$ cat config.mk
export PLATFORM = sky130hd
export DESIGN_NAME = sauria_demo_ctrl_regs
export DESIGN_NICKNAME = d
export VERILOG_FILES = /design/src/rtl/sauria_demo_pkg.sv /design/src/rtl/sauria_demo_ctrl_regs.sv
export SDC_FILE = /design/constraint.sdc
export NUM_CORES = 1
export LEC_CHECK = 0
export CORE_MARGIN = 2
export CORE_UTILIZATION = 25
export DETAILED_ROUTE_END_ITERATION = 12
export PLACE_DENSITY_LB_ADDON = 0.25
export SLEW_MARGIN = 10
export SYNTH_ARGS = -nofsm -noshare
export SYNTH_HDL_FRONTEND = slang
export SYNTH_SLANG_ARGS = --single-unit
export TNS_END_PERCENT = 100
$ cat constraint.sdc
create_clock -name clk_i -period 8.9 [get_ports clk_i]
set_input_delay 1.335 -clock clk_i [delete_from_list [all_inputs] [get_ports clk_i]]
set_output_delay 1.335 -clock clk_i [all_outputs]
set_load 0.03 [all_outputs]
$ cat src/rtl/sauria_demo_pkg.sv
// Shared register map, ID constant and controller state encoding for the
// SAURIA demo control/status register block.
package sauria_demo_pkg;

  localparam int unsigned DataWidth = 32;
  localparam int unsigned StrbWidth = DataWidth / 8;
  localparam int unsigned IdxWidth  = 3;

  localparam logic [7:0] OFF_CTRL          = 8'h00;
  localparam logic [7:0] OFF_STATUS        = 8'h04;
  localparam logic [7:0] OFF_CYCLES        = 8'h08;
  localparam logic [7:0] OFF_TIMEOUT_LIMIT = 8'h0C;
  localparam logic [7:0] OFF_ID            = 8'h10;

  // Word indices as seen on address bits [4:2]
  localparam logic [IdxWidth-1:0] IDX_CTRL   = IdxWidth'(OFF_CTRL >> 2);
  localparam logic [IdxWidth-1:0] IDX_STATUS = IdxWidth'(OFF_STATUS >> 2);
  localparam logic [IdxWidth-1:0] IDX_CYCLES = IdxWidth'(OFF_CYCLES >> 2);
  localparam logic [IdxWidth-1:0] IDX_LIMIT  = IdxWidth'(OFF_TIMEOUT_LIMIT >> 2);
  localparam logic [IdxWidth-1:0] IDX_ID     = IdxWidth'(OFF_ID >> 2);

  localparam logic [DataWidth-1:0] SAURIA_ID = 32'h5A52_1A00;

  typedef enum logic {
    IDLE = 1'b0,
    RUN  = 1'b1
  } sauria_ctrl_state_e;

  localparam int unsigned CTRL_START  = 0;
  localparam int unsigned CTRL_IRQ_EN = 1;
  localparam int unsigned CTRL_CLEAR  = 2;

  localparam int unsigned STATUS_BUSY    = 0;
  localparam int unsigned STATUS_DONE    = 1;
  localparam int unsigned STATUS_TIMEOUT = 2;

endpackage

$ cat src/rtl/sauria_demo_ctrl_regs.sv
// Regbus-mapped control/status block for one SAURIA job: start/abort pulses,
// cycle counter with optional timeout, sticky flags and a level interrupt.
module sauria_demo_ctrl_regs
  import sauria_demo_pkg::*;
#(
  parameter int unsigned          AddrWidth      = 32,
  parameter logic [DataWidth-1:0] TimeoutDefault = 32'd0
) (
  input  logic                 clk_i,
  input  logic                 rst_i,
  input  logic                 reg_valid_i,
  input  logic                 reg_write_i,
  input  logic [AddrWidth-1:0] reg_addr_i,
  input  logic [DataWidth-1:0] reg_wdata_i,
  input  logic [StrbWidth-1:0] reg_wstrb_i,
  output logic                 reg_ready_o,
  output logic [DataWidth-1:0] reg_rdata_o,
  output logic                 reg_error_o,
  output logic                 sauria_start_o,
  output logic                 sauria_abort_o,
  input  logic                 sauria_done_i,
  output logic                 irq_o
);

  sauria_ctrl_state_e   state_q, state_d;
  logic [DataWidth-1:0] cycles_q, cycles_d;
  logic [DataWidth-1:0] limit_q, limit_d;
  logic                 irq_en_q, irq_en_d;
  logic                 done_q, done_d;
  logic                 tmo_q, tmo_d;
  logic                 start_q, start_d;
  logic                 abort_q, abort_d;
  logic                 irq_q, irq_d;

  logic [IdxWidth-1:0]  idx;
  logic                 mapped;
  logic                 read_only;
  logic                 access_err;
  logic                 wr_ok;
  logic                 ctrl_wr;
  logic                 status_wr;
  logic                 limit_wr;
  logic                 start_req;
  logic                 clear_req;
  logic                 timeout_hit;
  logic                 unused_addr;

  assign idx         = reg_addr_i[4:2];
  assign unused_addr = ^{reg_addr_i[AddrWidth-1:5], reg_addr_i[1:0]};

  // Address decode: unmapped words and writes to RO words are errors
  always_comb begin
    mapped    = 1'b1;
    read_only = 1'b0;
    case (idx)
      IDX_CTRL, IDX_STATUS, IDX_LIMIT: read_only = 1'b0;
      IDX_CYCLES, IDX_ID:              read_only = 1'b1;
      default:                         mapped    = 1'b0;
    endcase
  end

  assign access_err  = reg_valid_i & (~mapped | (reg_write_i & read_only));
  assign wr_ok       = reg_valid_i & reg_write_i & ~access_err;
  assign ctrl_wr     = wr_ok & (idx == IDX_CTRL) & reg_wstrb_i[0];
  assign status_wr   = wr_ok & (idx == IDX_STATUS) & reg_wstrb_i[0];
  assign limit_wr    = wr_ok & (idx == IDX_LIMIT);
  assign start_req   = ctrl_wr & reg_wdata_i[CTRL_START];
  assign clear_req   = ctrl_wr & reg_wdata_i[CTRL_CLEAR];
  assign timeout_hit = (limit_q != '0) && (cycles_q == limit_q - DataWidth'(1));

  assign reg_ready_o = reg_valid_i;
  assign reg_error_o = access_err;

  // Read mux returns pre-edge register values
  always_comb begin
    reg_rdata_o = '0;
    if (reg_valid_i && !reg_write_i && !access_err) begin
      case (idx)
        IDX_CTRL:   reg_rdata_o[CTRL_IRQ_EN] = irq_en_q;
        IDX_STATUS: begin
          reg_rdata_o[STATUS_BUSY]    = (state_q == RUN);
          reg_rdata_o[STATUS_DONE]    = done_q;
          reg_rdata_o[STATUS_TIMEOUT] = tmo_q;
        end
        IDX_CYCLES: reg_rdata_o = cycles_q;
        IDX_LIMIT:  reg_rdata_o = limit_q;
        IDX_ID:     reg_rdata_o = SAURIA_ID;
        default:    reg_rdata_o = '0;
      endcase
    end
  end

  // Next-state: register writes first, then FSM events so flag sets win
  always_comb begin
    state_d  = state_q;
    cycles_d = cycles_q;
    limit_d  = limit_q;
    irq_en_d = irq_en_q;
    done_d   = done_q;
    tmo_d    = tmo_q;
    start_d  = 1'b0;
    abort_d  = 1'b0;

    if (ctrl_wr) irq_en_d = reg_wdata_i[CTRL_IRQ_EN];
    if (status_wr && reg_wdata_i[STATUS_DONE])    done_d = 1'b0;
    if (status_wr && reg_wdata_i[STATUS_TIMEOUT]) tmo_d  = 1'b0;
    for (int unsigned b = 0; b < StrbWidth; b++) begin
      if (limit_wr && reg_wstrb_i[b]) limit_d[8*b +: 8] = reg_wdata_i[8*b +: 8];
    end

    case (state_q)
      IDLE: begin
        if (start_req) begin
          state_d  = RUN;
          cycles_d = '0;
          start_d  = 1'b1;
        end
      end
      RUN: begin
        if (sauria_done_i) begin
          state_d = IDLE;
          done_d  = 1'b1;
        end else if (timeout_hit) begin
          state_d  = IDLE;
          cycles_d = limit_q;
          tmo_d    = 1'b1;
          abort_d  = 1'b1;
        end else if (clear_req) begin
          state_d = IDLE;
          abort_d = 1'b1;
        end else if (cycles_q != '1) begin
          cycles_d = cycles_q + DataWidth'(1);
        end
      end
    endcase

    irq_d = irq_en_d & (done_d | tmo_d);
  end

  always_ff @(posedge clk_i or posedge rst_i) begin
    if (rst_i) begin
      state_q  <= IDLE;
      cycles_q <= '0;
      limit_q  <= TimeoutDefault;
      irq_en_q <= 1'b0;
      done_q   <= 1'b0;
      tmo_q    <= 1'b0;
      start_q  <= 1'b0;
      abort_q  <= 1'b0;
      irq_q    <= 1'b0;
    end else begin
      state_q  <= state_d;
      cycles_q <= cycles_d;
      limit_q  <= limit_d;
      irq_en_q <= irq_en_d;
      done_q   <= done_d;
      tmo_q    <= tmo_d;
      start_q  <= start_d;
      abort_q  <= abort_d;
      irq_q    <= irq_d;
    end
  end

  assign sauria_start_o = start_q;
  assign sauria_abort_o = abort_q;
  assign irq_o          = irq_q;

endmodule

==> out/qor.csv <==
stage;metric;value;unit
status;run status;finished, final reports clean;
logic_synthesis;unique cell type count in the Yosys netlist;65;
global_route;GRT Util Overall;15.9;%
clock_tree;maximum clock insertion buffer count;2;
drt;number of optimization iterations in the first detailed-route pass;4;
clock_tree;number of buffers inserted for hold repair after clock tree synthesis;0;
global_route;wire length of the first global-routing pass;29300;um
floorplan;I/O pins;110;
layout;Area growth, synth to finish;21.0;%
sta;Relative slew margins;24.4;%
clock_tree;later-pin clock latency in the skew report;340;ps
logic_synthesis;flip-flop and latch count after synthesis;71;
logic_synthesis;sequential share of the synthesized area;31.6;%
floorplan;core region area;0.0220;mm^2
sta;final sum of negative setup slack;0;ps
worst_hold_path;Hold Path Origin;tmo_q;
sta;final hold violations;0;
critical_path;maximum fanout along the worst path;12;
clock_tree;CTS sink cnt;71;
logic_synthesis;leading post-synthesis cells by instance count;71 x dfrtp_1, 60 x nor2_1, 45 x clkbuf_1, 43 x mux2_2, 42 x nand2_1;
drt;DR DRC count;0;
drt;Post-Route WL;18200;um
critical_path;type of element capturing the critical path;primary output;
sta;final-report setup violation count;0;
global_route;total overflow reported by the global router;0;
drt;detail-routed net length per standard cell;18.6;um
floorplan;vertical die dimension;154;um
clock_tree;number of buffers created by CTS;9;
logic_synthesis;area leader, netlist;dfrtp_1;
worst_hold_path;number of instances on the worst hold path;1;
sta;Highest Clock Rate;191;MHz
sta;share of the clock period used by the worst path;58.8;%
drt;Avg Vias per Cell;5.24;
logic_synthesis;cell types occupying the most area after synthesis;dfrtp_1 32%, mux2_2 8.6%, xnor2_1 4.7%;
layout;ANT cells;0;
critical_path;startpoint-to-endpoint class of the critical path;primary input to primary output;
drt;DRC marker count from the first detailed-route iteration;312;
clock_tree;root buffer cell;clkbuf_16;
clock_tree;clock slew at the register clock pins of the worst setup and hold paths;50;ps
logic_synthesis;most repeated cell in the gate-level netlist after synthesis;dfrtp_1;
placed_design;last weighted congestion value of the routability-driven placer;0.918;
global_route;number of antenna violations at the first check in global routing;0;
floorplan;area enclosed by the die boundary;0.0237;mm^2
layout;layout cells sized above 1;12.9;%
critical_path;WP data required;7570;ps
layout;# fillers;2302;
clock_tree;# H-tree levels;3;
logic_synthesis;Mapped Avg Cell Area;8.52;um^2
sta;actual transition at the worst max-transition pin;1130;ps
placed_design;port buffer count;80;
logic_synthesis;synthesized netlist cell count;660;
drt;total vias in the final route;5116;
power_and_ir_drop;Cell Pwr Density;191;mW/mm^2
logic_synthesis;async set-or-reset flop fraction in the synthesized netlist;100;%
clock_tree;CTS tree;yes;
floorplan;count of standard-cell rows;54;
floorplan;Initial Util;25.6;%
critical_path;FF-to-FF Start;limit_q[4];
sta;time the worst path needs with I/O delays and setup;5240;ps
logic_synthesis;YS warnings;0;
clock_tree;post-cts resize count;0;
logic_synthesis;Post-Syn Nets;736;
layout;Non-Filler Instances;977;
logic_synthesis;number of enable-type register cells in the synthesized netlist;0;
critical_path;Critical path origin;reg_addr_i[3];
sta;unrepaired setup endpoints after global routing;false;
floorplan;Die X-Extent;154;um
run;max-cap viol count;0;
layout;number of nets in the final layout;769;
power_and_ir_drop;Leak;2.51;nW
sta;final slew viol count;0;
worst_hold_path;Hold/Removal Path Class;flip-flop to flip-flop;
logic_synthesis;dominant register cell in the synthesized netlist;dfrtp_1;
logic_synthesis;mapped cell area;0.00562;mm^2
drt;Post-DRT Antenna Nets;0;
critical_path;depth of the worst register-to-register path;10;
critical_path;critical path data arrival time;3900;ps
placed_design;number of cells in the design after placement;962;
global_route;largest net degree at the start of global routing;72;
clock_tree;number of buffers inserted by post-CTS setup repair;0;
power_and_ir_drop;Max IR drop VDD;0.106;mV
sta;final worst clock skew;4.96;ps
logic_synthesis;share of the synthesized area in the top cell type;31.6;%
placed_design;Detail Placement HPWL;13000;um
critical_path;Critical Path Start Type;primary input;
global_route;via count of the first global-routing pass;5028;
==> cell families after synthesis <==
family	synth area share (%)
AO/OA/AOI/OAI	17.8
adder cells (fa/ha/maj)	0.668
XOR/XNOR	7.17
flip-flops	31.6
multiplexers	13.3
AND/OR/NAND/NOR	23.3
buffers and inverters	6.12
==> path summary, 6_finish.rpt <==
path / end / slack, ps
max reg2reg: cycles_q[0] / 4110
min reg2reg: tmo_q / 500
min: tmo_q / 500
max in group asynchronous: cycles_q[9] / 6680
min in group asynchronous: limit_q[24] / 1610
max: reg_rdata_o[12] / 3660
==> worst max-delay path: stages <==
cell and delay [ps]:
clkdlybuf4s50_1 640, nor2b_1 210, buf_4 260, o21ai_1 230, buf_4 250, nor2_1 240
clkdlybuf4s50_1 720
==> stage by stage <==
| stage | setup slack, ps | instance area, um^2 | hold slack, ps | util [%] | power (W) |
|---|---|---|---|---|---|
| after floorplan | 4270 | 5620 | 471 | - | 0.000857 |
| after global placement | 3670 | 6540 | 496 | 29.8 | 0.000965 |
| after detailed placement | 3670 | 6540 | 492 | 29.8 | 0.000967 |
| after CTS | 3660 | 6800 | 505 | 31.0 | 0.00130 |
| after global routing | 3520 | 6800 | 531 | 31.0 | 0.00139 |
| final | 3660 | 6800 | 499 | 31.0 | 0.00130 |
==> state kept, by name, indices dropped and copies added (netlist names) <==
name	count
done_q	1
cycles_q	32
sauria_start_o	1
state_q	1
sauria_abort_o	1
irq_en_q	1
irq_o	1
limit_q	32
tmo_q	1
==> where the power goes <==
part | total [W] | leakage, nW | switching, W | internal, W
Clock | 0.000331 | 0.131 | 0.000138 | 0.000193
Combinational | 0.000428 | 1.48 | 0.000212 | 0.000216
Sequential | 0.000538 | 0.898 | 0.000151 | 0.000387
==> cells in the final DEF (no fill, tap or decap), drive strengths merged, types with 19 or more instances in the layout <==
cell           count
nand3             32
clkdlybuf4s50     79
a21oi             20
xnor2             30
nor2              63
mux2              43
nand2             43
mux2i             24
o31a              19
o21ai             51
a22oi             28
dfrtp             71
nor3              26
==> metal layers <==
metal | global-route usage (%) | vias to the layer above | wire, um
met3 | 3.30 | 21 | 862
met1 | 22.0 | 2480 | 8670
met5 | 0 | - | 0
met4 | 5.52 | 0 | 437
met2 | 24.5 | 151 | 8210
li1 | - | 2464 | -
==> cell type report <==
type	instances	area, um^2	area share [%]
timing repair buffer	87	848	12.5
inverter	15	56.3	0.828
clock buffer	11	243	3.57
multi-input combinational	509	3510	51.5
sequential	71	1780	26.1
tap	280	350	5.15
clock inverter	4	22.5	0.331
Note: power is estimated with default switching activity, not from simulation.
